### src/rtl/mem_port_arbiter.sv
// Arbitrates icache read, dcache read and dcache write onto the single memory port, one beat per grant.
// Optional grant watchdog enabled by defining MEM_ARB_TIMEOUT_EN.
module mem_port_arbiter #(
  parameter int unsigned ADDR_W         = 32,
  parameter int unsigned DATA_W         = 64,
  parameter int unsigned TIMEOUT_CYCLES = 256
) (
  input  logic                clk,
  input  logic                rst,
  input  logic [ADDR_W-1:0]   ic_raddr_i,
  input  logic                ic_raddr_valid_i,
  input  logic [DATA_W/8-1:0] ic_rmask_i,
  output logic                ic_rdata_ready_o,
  output logic [DATA_W-1:0]   ic_rdata_o,
  input  logic [ADDR_W-1:0]   dc_raddr_i,
  input  logic                dc_raddr_valid_i,
  input  logic [DATA_W/8-1:0] dc_rmask_i,
  output logic                dc_rdata_ready_o,
  output logic [DATA_W-1:0]   dc_rdata_o,
  input  logic [ADDR_W-1:0]   dc_waddr_i,
  input  logic                dc_waddr_valid_i,
  input  logic [DATA_W/8-1:0] dc_wmask_i,
  input  logic [DATA_W-1:0]   dc_wdata_i,
  output logic                dc_wdata_ready_o,
  output logic [ADDR_W-1:0]   mem_addr_o,
  output logic                mem_valid_o,
  output logic                mem_write_o,
  output logic [DATA_W/8-1:0] mem_mask_o,
  output logic [DATA_W-1:0]   mem_wdata_o,
  input  logic                mem_ready_i,
  input  logic [DATA_W-1:0]   mem_rdata_i,
  output logic                mem_timeout_o
);

  localparam logic [1:0] IDLE     = 2'd0;
  localparam logic [1:0] GNT_IC_R = 2'd1;
  localparam logic [1:0] GNT_DC_R = 2'd2;
  localparam logic [1:0] GNT_DC_W = 2'd3;

  logic [1:0]          state;
  logic [1:0]          next_grant;
  logic                fair;
  logic                done;
  logic                timeout_hit;
  logic [DATA_W-1:0]   resp_data;
  logic [DATA_W-1:0]   ic_rdata_q;
  logic [DATA_W-1:0]   dc_rdata_q;
  logic [ADDR_W-1:0]   gnt_addr;
  logic [DATA_W/8-1:0] gnt_mask;
  logic [DATA_W-1:0]   gnt_wdata;

`ifdef MEM_ARB_TIMEOUT_EN
  localparam int unsigned CNT_W =
    ($clog2(TIMEOUT_CYCLES + 1) > 8) ? $clog2(TIMEOUT_CYCLES + 1) : 8;

  logic [CNT_W-1:0] wd_cnt;
  logic             timeout_q;

  // Fires in the TIMEOUT_CYCLES-th granted cycle unless memory answers in that same cycle.
  assign timeout_hit = (state != IDLE) && !mem_ready_i &&
                       (wd_cnt == CNT_W'(TIMEOUT_CYCLES - 1));
  assign mem_timeout_o = timeout_q;

  always_ff @(posedge clk) begin
    if (rst) begin
      wd_cnt    <= '0;
      timeout_q <= 1'b0;
    end else begin
      if (state == IDLE) wd_cnt <= '0;
      else               wd_cnt <= wd_cnt + 1'b1;
      if (timeout_hit) timeout_q <= 1'b1;
    end
  end
`else
  assign timeout_hit   = 1'b0;
  assign mem_timeout_o = 1'b0;
`endif

  // Reset suppresses the ready pulse of an aborted beat.
  assign done      = (state != IDLE) && !rst && (mem_ready_i || timeout_hit);
  assign resp_data = timeout_hit ? '0 : mem_rdata_i;

  assign ic_rdata_ready_o = done && (state == GNT_IC_R);
  assign dc_rdata_ready_o = done && (state == GNT_DC_R);
  assign dc_wdata_ready_o = done && (state == GNT_DC_W);
  assign ic_rdata_o = ic_rdata_ready_o ? resp_data : ic_rdata_q;
  assign dc_rdata_o = dc_rdata_ready_o ? resp_data : dc_rdata_q;

  always_comb begin
    next_grant = IDLE;
    gnt_addr   = '0;
    gnt_mask   = '0;
    gnt_wdata  = '0;
    if (fair && ic_raddr_valid_i)  next_grant = GNT_IC_R;
    else if (dc_waddr_valid_i)     next_grant = GNT_DC_W;
    else if (dc_raddr_valid_i)     next_grant = GNT_DC_R;
    else if (ic_raddr_valid_i)     next_grant = GNT_IC_R;
    case (next_grant)
      GNT_IC_R: begin
        gnt_addr = ic_raddr_i;
        gnt_mask = ic_rmask_i;
      end
      GNT_DC_R: begin
        gnt_addr = dc_raddr_i;
        gnt_mask = dc_rmask_i;
      end
      GNT_DC_W: begin
        gnt_addr  = dc_waddr_i;
        gnt_mask  = dc_wmask_i;
        gnt_wdata = dc_wdata_i;
      end
      default: ;
    endcase
  end

  always_ff @(posedge clk) begin
    if (rst) begin
      state       <= IDLE;
      fair        <= 1'b0;
      mem_valid_o <= 1'b0;
      mem_write_o <= 1'b0;
      mem_addr_o  <= '0;
      mem_mask_o  <= '0;
      mem_wdata_o <= '0;
      ic_rdata_q  <= '0;
      dc_rdata_q  <= '0;
    end else if (state == IDLE) begin
      if (next_grant != IDLE) begin
        state       <= next_grant;
        mem_valid_o <= 1'b1;
        mem_write_o <= (next_grant == GNT_DC_W);
        mem_addr_o  <= gnt_addr;
        mem_mask_o  <= gnt_mask;
        mem_wdata_o <= gnt_wdata;
        if (next_grant == GNT_IC_R) fair <= 1'b0;
      end
    end else if (done) begin
      state       <= IDLE;
      mem_valid_o <= 1'b0;
      if (state == GNT_IC_R) ic_rdata_q <= resp_data;
      if (state == GNT_DC_R) dc_rdata_q <= resp_data;
      // A dcache beat finishing while the icache waits gives the icache the next grant.
      if (state != GNT_IC_R && ic_raddr_valid_i) fair <= 1'b1;
    end
  end

endmodule

### config.mk
export PLATFORM = sky130hd
export DESIGN_NAME = mem_port_arbiter
export DESIGN_NICKNAME = d
export VERILOG_FILES = /design/src/rtl/mem_port_arbiter.sv
export SDC_FILE = /design/constraint.sdc
export NUM_CORES = 1
export LEC_CHECK = 0
export ABC_CLOCK_PERIOD_IN_PS = 1700
export CAP_MARGIN = 20
export CORE_AREA = 2 2 189 191
export CTS_BUF_LIST = sky130_fd_sc_hd__clkbuf_4 sky130_fd_sc_hd__clkbuf_8 sky130_fd_sc_hd__clkbuf_16
export CTS_CLUSTER_DIAMETER = 80
export DETAILED_ROUTE_END_ITERATION = 6
export DIE_AREA = 0 0 191 193
export HOLD_SLACK_MARGIN = 0.12
export PLACE_DENSITY_LB_ADDON = 0.2
export SLEW_MARGIN = 5
export SYNTH_ARGS = -nofsm -noshare
export SYNTH_HDL_FRONTEND = slang
export SYNTH_SLANG_ARGS = --single-unit
### constraint.sdc
create_clock -name clk -period 1.7 [get_ports clk]
set_clock_uncertainty 0.05 [all_clocks]
set_input_delay 0.255 -clock clk [delete_from_list [all_inputs] [get_ports clk]]
set_output_delay 0.255 -clock clk [all_outputs]
set_load 0.03 [all_outputs]
==> impl_metrics.ini, run 1 <==
[setup_path]
arrival_ns = 2.19
cp.required_ns = 1.39
worst-r2r-cell-count = 9
worstSetupPathType = reg -> out
cp-end-kind = output port
r2r-start = state[0]
crit_path_start_kind = register
r2r-end = ic_rdata_q[27]
r2r_slack_ns = -0.22
path_max_fanout = 10

[outcome]
violations = setup timing
status = finished with violations

[final_layout]
syn_to_final_growth_pct = 87.54
final_common_cell = clkdlybuf4s50_1
postLayoutCoreUtil_pct = 53.69
fill_cells = 3112
drive_gt1_share_pct = 33.31
nNetsFinal = 1877
final_cell_mix = 251 x clkdlybuf4s50_1, 235 x dfxtp_1, 149 x nand2_1, 143 x buf_6, 128 x mux2_4

[global_route]
antenna_found_initial = 4
grt_pass1_vias = 9251
grtUsageTotal_pct = 19.30
grt_remaining_overflow = 0
grt_max_degree = 150
grt_pass1_wl_um = 54680

[detailed_routing]
drtPass1Iterations = 4
vias = 9640
drt_iter0_drc = 394
postRouteAntennaNets = 0
routedWlPerCell_um = 18.79
avgViaCountPerCell = 4.577
drt_wl_total_um = 39570
drc = 0

[logic_synthesis]
synth_compound_area_share_pct = 11.96
synthSimpleGateAreaFrac_pct = 19.17
syn_area_per_cell_um2 = 9.542
syn-cell-area_um2 = 10010
synth_mux_area_share_pct = 16.58
synth_cells = 1049
synth.distinct_cells = 31
yosysWarnings = 0
ys_ff_latch = 237
ys_seq_area_share_pct = 47.40
synthXorXnorAreaFrac_pct = 0
synthesis.nets = 1303
synth_top_family_by_area = simple AND/OR/NAND/NOR gates
yosys.area_share.adder_pct = 0

[floorplan]
io_pins = 492
dieWidth_um = 191
core_um2 = 34960
row_count = 69
die_h_um = 193
dieArea_um2 = 36860
initial_utilization_pct = 28.63

[power]
powerDensity_nw_per_um2 = 887.4
ir_drop_v = 0.0006734
power.leakage_nw = 7.913

[cts]
ctsHtreeMaxLevel = 1
cts_hold_buf = 0
cts.sinks = 237
clk_pin_slew_ns = 0.06
numCtsBuffers = 28
cts_tree = yes
root_buffer = clkbuf_16
cts_buffer_depth = 3
clk_latency_ns = 0.55

[timing]
slew_headroom_pct = 28.97
hold_violations = 0
max_freq_mhz = 400.5
fin_crit_ns = 2.497
final-max-slew-violation-count = 0
setup_violations = 212
rsz0062_at_grt = true
post-route-period-util_pct = 146.9
worst_pin_slew_ns = 1.065
setup_tns_ns = -94.46
fin_ws_ns = -0.7966

[flow_run]
drv_cap = 0

[min_path]
min_from = dc_wdata_i[58]
min_to = mem_wdata_o[58]
hold_path_depth = 3
hold_path_class = in -> reg

[placed_design]
portBuffers = 490
routabilityCongestion = 0.8002
dp_hpwl_um = 27790
==> metal layers <==
layer	share of wire [%]	GRT usage (%)	wire length, µm	vias to the layer above
met2	51	34.95	20230	341
li1	-	-	-	4725
met5	0.076	0	30	-
met3	7.9	5.701	3140	67
met1	38	21.59	14930	4503
met4	3.1	6.470	1237	4
==> where the power goes <==
group	leakage [nW]	switching [mW]	total [mW]	internal, mW
clock network	0.472	2.37	6.06	3.69
registers	1.93	0.145	6.03	5.89
logic	5.51	2.31	4.56	2.26
==> area by class of cell <==
cell class	instances	area, µm²	area share (%)
diodes	3	7.507	0.03999
flip-flops and latches	237	4747	25.29
clock buffers	41	878.3	4.679
repair buffers	638	6923	36.88
clock inverters	8	70.07	0.3733
well taps	461	576.8	3.073
inverters	2	7.507	0.03999
multi-input cells	716	5562	29.63
==> stage by stage <==
stage	instances	cell area [µm²]	total power, mW	hold slack, ns	setup WS, ns
5_1_grt	2104	18770	17.36	0.2084	-0.9006
4_1_cts	2069	17690	16.36	0.1916	-0.8416
2_1_floorplan	1049	10210	8.135	0.3569	0.003445
3_3_place_gp	1985	15890	10.14	0.3877	-1.057
3_5_place_dp	1985	15890	10.15	0.3923	-1.071
6_report	2106	18770	16.66	0.2220	-0.7966
==> flip-flops by register name, indices dropped and copies added (netlist names) <==
| name | flops |
|---|---|
| mem_write_o | 1 |
| mem_wdata_o | 64 |
| mem_mask_o | 8 |
| state | 2 |
| ic_rdata_q | 64 |
| fair | 1 |
| mem_valid_o | 1 |
| mem_addr_o | 32 |
| dc_rdata_q | 64 |
==> worst max-delay path by stage <==
stage                start             end  slack (ns)  depth (start not counted)
6_report          state[0]  ic_rdata_o[59]       -0.80                          6
5_1_grt           state[0]  ic_rdata_o[28]       -0.90                          8
3_3_place_gp   mem_ready_i   ic_rdata_o[1]       -1.06                          6
2_1_floorplan          rst  dc_rdata_q[54]       0.003                          6
3_5_place_dp   mem_ready_i   ic_rdata_o[2]       -1.07                          6
4_1_cts           state[0]  ic_rdata_o[59]       -0.84                          6
==> worst max-delay path, cell delays in order, from the launching register on <==
cell and delay (ns):
dfxtp_2 0.34, inv_2 0.05, nor4b_4 0.24, buf_4 0.22, buf_12 0.17, mux2_4 0.32, clkdlybuf4s15_2 0.29
==> repair_timing <==
item | CTS | global route
gates cloned | 7 | 9
buffers inserted | 29 | 32
pin swaps | 3 | 26
endpoints found under the setup margin | 313 | 333
gates resized for setup | 705 | 171
==> cell families (layout without fill, tap and decap cells) <==
kind of cell           Yosys count  count (layout)
buffers and inverters           96             689
multiplexers                   128             128
AO/OA/AOI/OAI                  196             196
flip-flops                     237             237
AND/OR/NAND/NOR                391             391
other                            1               4
==> cell usage after synthesis, drive strengths merged <==
cell type / instances / area (µm²)
o21ai: 42 / 210.2
inv: 2 / 7.500
and4bb: 1 / 12.51
and2b: 9 / 67.56
o22ai: 1 / 6.260
nor2b: 120 / 750.7
nor2: 42 / 157.7
mux2: 128 / 1659
conb: 1 / 3.750
o21a: 1 / 7.510
nand2b: 2 / 12.51
a21boi: 1 / 7.510
and2: 1 / 6.260
o31ai: 1 / 12.51
nand3b: 1 / 7.510
a21oi: 69 / 345.3
dfxtp: 237 / 4745
and4b: 1 / 10.01
a22oi: 40 / 300.3
buf: 40 / 275.3
nor4b: 1 / 15.01
nand3: 64 / 320.3
clkbuf: 54 / 202.7
a21o: 1 / 7.510
a211oi: 40 / 300.3
nand2: 149 / 559.3
Power figures use the tool's default switching activity.
==> run 2, diff against run 1 <==
--- a/config.mk
+++ b/config.mk
@@ -5,6 +5,7 @@
 export SDC_FILE = /design/constraint.sdc
 export NUM_CORES = 1
 export LEC_CHECK = 0
+export ABC_AREA = 0
 export ABC_CLOCK_PERIOD_IN_PS = 1700
 export CAP_MARGIN = 20
 export CORE_AREA = 2 2 189 191
==> results of run 2 <==
Final layout, timing and power as in run 1 (identical DEF).
